<file path="config.mk">
export PLATFORM = sky130hd
export DESIGN_NAME = wave_bank_loader
export DESIGN_NICKNAME = d
export VERILOG_FILES = /design/src/rtl/wave_bank_loader.sv
export SDC_FILE = /design/constraint.sdc
export NUM_CORES = 1
export LEC_CHECK = 0
export BUFFER_PORTS_ARGS = -buffer_cell sky130_fd_sc_hd__buf_2
export CAP_MARGIN = 20
export CORE_MARGIN = 5
export CORE_UTILIZATION = 35
export CTS_CLUSTER_SIZE = 30
export DETAILED_ROUTE_END_ITERATION = 10
export PLACE_DENSITY = 0.61
export SETUP_SLACK_MARGIN = 0.3
export SYNTH_ARGS = -nofsm -noshare
export SYNTH_HDL_FRONTEND = slang
export SYNTH_SLANG_ARGS = --single-unit
</file>
<file path="constraint.sdc">
create_clock -name clk -period 3.55 [get_ports clk]
set_input_delay 1.065 -clock clk [delete_from_list [all_inputs] [get_ports clk]]
set_output_delay 1.065 -clock clk [all_outputs]
set_load 0.02 [all_outputs]
</file>
<file path="src/rtl/wave_bank_loader.sv">
// Wavetable upload sequencer: writes one 256-sample table into a wave RAM
// sub-bank, then swaps each target voice's read bank at its next phase wrap.
module wave_bank_loader #(
  parameter int DATAWIDTH    = 16,
  parameter int ADDRWIDTH    = 8,
  parameter int NVOICE       = 3,
  parameter int SWAP_TIMEOUT = 65535
) (
  input  logic                  clk,
  input  logic                  rst_n,
  input  logic                  load_en,
  input  logic [NVOICE-1:0]     voice_mask,
  input  logic [1:0]            load_bank,
  input  logic                  s_valid,
  input  logic [DATAWIDTH-1:0]  s_data,
  input  logic [NVOICE-1:0]     wrap,
  output logic [DATAWIDTH-1:0]  wdata,
  output logic [ADDRWIDTH-1:0]  waddr,
  output logic [3:0]            wbank,
  output logic [NVOICE-1:0]     we_voice,
  output logic                  wclk,
  output logic [2*NVOICE-1:0]   rbank,
  output logic                  busy,
  output logic                  done,
  output logic                  overrun,
  output logic                  conflict
);

  typedef enum logic [1:0] {
    IDLE,
    LOAD,
    STROBE,
    SWAP
  } state_e;

  localparam logic [ADDRWIDTH-1:0] LAST = '1;
  localparam logic [15:0]          TMO  = 16'(SWAP_TIMEOUT);

  state_e                 state_q, state_d;
  logic                   load_en_q;
  logic [NVOICE-1:0]      vmask_q, vmask_d;
  logic [NVOICE-1:0]      pend_q, pend_d;
  logic [1:0]             bank_q, bank_d;
  logic [ADDRWIDTH-1:0]   addr_q, addr_d;
  logic [ADDRWIDTH-1:0]   waddr_q, waddr_d;
  logic [DATAWIDTH-1:0]   wdata_q, wdata_d;
  logic [2*NVOICE-1:0]    rbank_q, rbank_d;
  logic [15:0]            tmo_q, tmo_d;
  logic                   done_q, done_d;
  logic                   ovr_q, ovr_d;
  logic                   cfl_q, cfl_d;

  logic                   rise;
  logic                   clash;
  logic                   tmo_hit;
  logic                   wr_act;
  logic [NVOICE-1:0]      swap_now;

  assign rise     = load_en & ~load_en_q;
  assign tmo_hit  = (tmo_q == TMO);
  assign swap_now = pend_q & (wrap | {NVOICE{tmo_hit}});

  // A start clashes when the target bank is being read by any chosen voice
  always_comb begin
    clash = 1'b0;
    for (int v = 0; v < NVOICE; v++) begin
      if (voice_mask[v] && (rbank_q[2*v +: 2] == load_bank)) begin
        clash = 1'b1;
      end
    end
  end

  // Next-state logic for the upload / swap sequencer
  always_comb begin
    state_d = state_q;
    vmask_d = vmask_q;
    pend_d  = pend_q;
    bank_d  = bank_q;
    addr_d  = addr_q;
    waddr_d = waddr_q;
    wdata_d = wdata_q;
    rbank_d = rbank_q;
    tmo_d   = tmo_q;
    done_d  = 1'b0;
    ovr_d   = ovr_q;
    cfl_d   = cfl_q;
    unique case (state_q)
      IDLE: begin
        if (rise) begin
          vmask_d = voice_mask;
          bank_d  = load_bank;
          if (clash) begin
            cfl_d = 1'b1;
          end else if (voice_mask != '0) begin
            state_d = LOAD;
            addr_d  = '0;
          end
        end
      end
      LOAD: begin
        if (!load_en) begin
          state_d = IDLE;
        end else if (s_valid) begin
          wdata_d = s_data;
          waddr_d = addr_q;
          state_d = STROBE;
        end
      end
      STROBE: begin
        if (s_valid) begin
          ovr_d = 1'b1;
        end
        if (!load_en) begin
          state_d = IDLE;
        end else if (addr_q == LAST) begin
          state_d = SWAP;
          pend_d  = vmask_q;
          tmo_d   = '0;
        end else begin
          addr_d  = addr_q + 1'b1;
          state_d = LOAD;
        end
      end
      SWAP: begin
        for (int v = 0; v < NVOICE; v++) begin
          if (swap_now[v]) begin
            rbank_d[2*v +: 2] = bank_q;
          end
        end
        pend_d = pend_q & ~swap_now;
        if (tmo_q != 16'hFFFF) begin
          tmo_d = tmo_q + 16'd1;
        end
        if (pend_d == '0) begin
          done_d  = 1'b1;
          state_d = IDLE;
        end
      end
      default: state_d = IDLE;
    endcase
  end

  // State and datapath registers
  always_ff @(posedge clk or negedge rst_n) begin
    if (!rst_n) begin
      state_q   <= IDLE;
      load_en_q <= 1'b0;
      vmask_q   <= '0;
      pend_q    <= '0;
      bank_q    <= '0;
      addr_q    <= '0;
      waddr_q   <= '0;
      wdata_q   <= '0;
      rbank_q   <= '0;
      tmo_q     <= '0;
      done_q    <= 1'b0;
      ovr_q     <= 1'b0;
      cfl_q     <= 1'b0;
    end else begin
      state_q   <= state_d;
      load_en_q <= load_en;
      vmask_q   <= vmask_d;
      pend_q    <= pend_d;
      bank_q    <= bank_d;
      addr_q    <= addr_d;
      waddr_q   <= waddr_d;
      wdata_q   <= wdata_d;
      rbank_q   <= rbank_d;
      tmo_q     <= tmo_d;
      done_q    <= done_d;
      ovr_q     <= ovr_d;
      cfl_q     <= cfl_d;
    end
  end

  assign wr_act   = (state_q == LOAD) || (state_q == STROBE);
  assign wbank    = wr_act ? (4'b0001 << bank_q) : 4'b0000;
  assign we_voice = wr_act ? vmask_q : '0;
  assign wclk     = (state_q == STROBE) && load_en;
  assign wdata    = wdata_q;
  assign waddr    = waddr_q;
  assign rbank    = rbank_q;
  assign busy     = (state_q != IDLE);
  assign done     = done_q;
  assign overrun  = ovr_q;
  assign conflict = cfl_q;

endmodule
</file>
==> reports/qor.yml <==
post-route-drc-count: 0
r2r_start: "state_q[0]$_DFFE_PN0P_"
p_per_area_nw_per_um2: 718
synth_edf_count: 0
io_pins: 70
num-fill-cells: 1000
combinationalPowerShare: 0.408
reg2reg_depth: 7
cts_hold_repair.buffers: 0
cp.arrival_ps: 1840
whs_ps: 481
nNetsFinal: 442
p_int_mw: 1.77
avgRoutedWirePerCell_um: 15.4
postRouteAntennaNets: 0
cts_resized: 0
maxSlewHeadroom: 0.488
end_kind: "output port"
synth_area_um2: 3540
cts_max_path_buffers: 2
grt_pass1_wl_um: 14200
hold_viol: 0
worstMarginPinSlew_ps: 768
die_y_um: 111
yosysTopAreaCellShare: 0.481
initial_core_util: 0.360
power_frac_seq: 0.412
synth_most_common_cell: "dfrtp_1"
final_layout_size_suffix_gt1_frac: 0.303
syn2layout_area_growth_pct: 18.2
antenna_cells: 0
maxCapViolations: 0
die_x_um: 111
hold_path_depth: 2
grt_max_degree: 37
critPathTopFamily: "buffers and inverters"
crit_fanout: 16
yosys-top-cells-count: "dfrtp_1 (68), nand2_1 (29), mux2_2 (28)"
startpoint_type: "flop"
fin_tns_setup_ps: 0
ys_seq_area_frac: 0.481
grt_pass1_vias: 2957
worstSetupPathDepth: 5
path_buf_inv: 3
route.vias.total: 2894
worstReg2RegEnd: "tmo_q[8]$_DFFE_PN0P_"
track_usage: 0.140
synth_nets: 373
dpl.cell_count: 530
finalSetupViolations: 0
vias_per_cell: 5.31
port_buffers: 69
rows: 36
switchingPower_mw: 1.23
cellLeakagePower_nw: 1.96
clk_pin_slew_ps: 70
holdPathEnd: "waddr[2]$_DFFE_PN0P_"
cts_tree: "yes"
skew_ps: 7.84
irDropWorstVdd_mv: 0.424
required_ps: 2480
ctsRootBufferMaster: "clkbuf_8"
cts_setup_buffers: 0
slowest_delay_ps: 400
r2r_slack_ps: 1140
fin_cells: 545
clkLatencyLatePin_ps: 360
final.period_utilization: 0.817
synth-seq-cells: 68
netSwitchingFraction: 0.410
cts_buffers: 9
fin_crit_ps: 2900
dpl-instance-area_um2: 4020
core_um2: 9820
syn_inst: 339
synth_top_cell_by_area: "dfrtp_1"
synth-main-ff-cell: "dfrtp_1"
fmax_mhz: 345
crit_type: "flop to output port"
synth_cell_types: 57
hold_class: "flop to flop"
avgSynthCellArea_um2: 10.4
status: "finished, final reports clean"
die_area_um2: 12200
hpwl_um: 5900
drt_iter0_drc: 161
antenna_found_initial: 0
cpMaxStageDelayCell: "dfrtp_1"
synthTopCellsByArea: "dfrtp_1 (48%), mux2_2 (8.9%), nand2_1 (3.1%)"
grt_overflow: 0
dr.pass1.iters: 4
worstPathCellList: "inv_1, ha_2, nand2_1, inv_2, buf_2"
routed_wl_um: 8380
drv_slew: 0
clock_power_share: 0.180
gp_congestion: 0.820
htree_levels: 3
ys.warnings.count: 0
design_area_um2: 4180
rsz0062_at_grt: "no"
cts_num_sinks: 68
async_reset_ff_frac: 1.00
hp-start: "waddr[2]$_DFFE_PN0P_"
[tightest hold or removal path, stage by stage (launching register included)]
cell	delay (ps)
dfrtp_1	340
nand2_1	50
o21ai_0	60
[registers in the layout, indices dropped and copies added (netlist names)]
register / count
rbank: 6
waddr: 8
bank_q: 2
vmask_q: 3
wdata: 16
overrun: 1
tmo_q: 16
conflict: 1
state_q: 2
addr_q: 8
pend_q: 3
done: 1
load_en_q: 1
[worst max-delay path by stage]
stage / endpoint / start / slack [ps]
6_report: wclk / state_q[0]$_DFFE_PN0P_ / 650
5_1_grt: wclk / state_q[0]$_DFFE_PN0P_ / 540
4_1_cts: wclk / state_q[0]$_DFFE_PN0P_ / 370
3_5_place_dp: wclk / load_en / 740
3_3_place_gp: wclk / load_en / 770
2_1_floorplan: wclk / load_en / 1150
[routing by layer]
layer,part of all wire,vias to the layer above,track usage
met5,0,-,0
met2,0.48,65,0.222
met1,0.46,1419,0.180
met4,0.025,0,0.0805
met3,0.041,14,0.0230
li1,-,1396,-
[final cells by class]
type | count | area (um2) | area share
well taps | 133 | 166 | 0.0398
flip-flops and latches | 68 | 1700 | 0.407
clock inverters | 5 | 30.0 | 0.00718
repair buffers | 73 | 388 | 0.0927
inverters | 14 | 52.6 | 0.0126
clock buffers | 10 | 128 | 0.0305
multi-input cells | 242 | 1720 | 0.411
[cells in the final DEF (no fill, tap or decap), drive strengths merged, types with 6 or more instances in the layout]
cell     n
buf     73
dfrtp   68
mux2    35
nand2   30
nand3   19
o21ai   18
nor2    14
inv     14
a21oi   12
o211ai  10
nand4   10
clkbuf  10
and3     8
and4     6
xnor2    6
a22o     6
ha       6
[cell families (layout without fill, tap and decap cells)]
family / Yosys count / after routing / synth area share
buffers and inverters: 29 / 102 / 0.0343
xor gates and xnor gates: 6 / 6 / 0.0149
adders and majority gates: 6 / 6 / 0.0212
DFF: 68 / 68 / 0.481
AOI/OAI and AO/OA: 74 / 74 / 0.149
muxes: 37 / 37 / 0.117
and+or+nand+nor: 119 / 119 / 0.182
[power by group through the flow]
stage	combinational, mW	clock [mW]	sequential (mW)
after CTS	1.24	0.559	1.24
after global placement	1.22	0	1.24
after floorplan	0.668	0	1.39
after detailed placement	1.24	0	1.25
after global routing	1.34	0.590	1.28
final	1.22	0.540	1.24
[stage by stage]
step	setup slack, ps	util	total power, mW
after floorplan	1150	-	2.06
after detailed placement	740	0.410	2.49
after global placement	768	0.410	2.46
final	648	0.426	3.00
after CTS	370	0.426	3.04
after global routing	539	0.426	3.21
(Power assumes the default switching activity.)
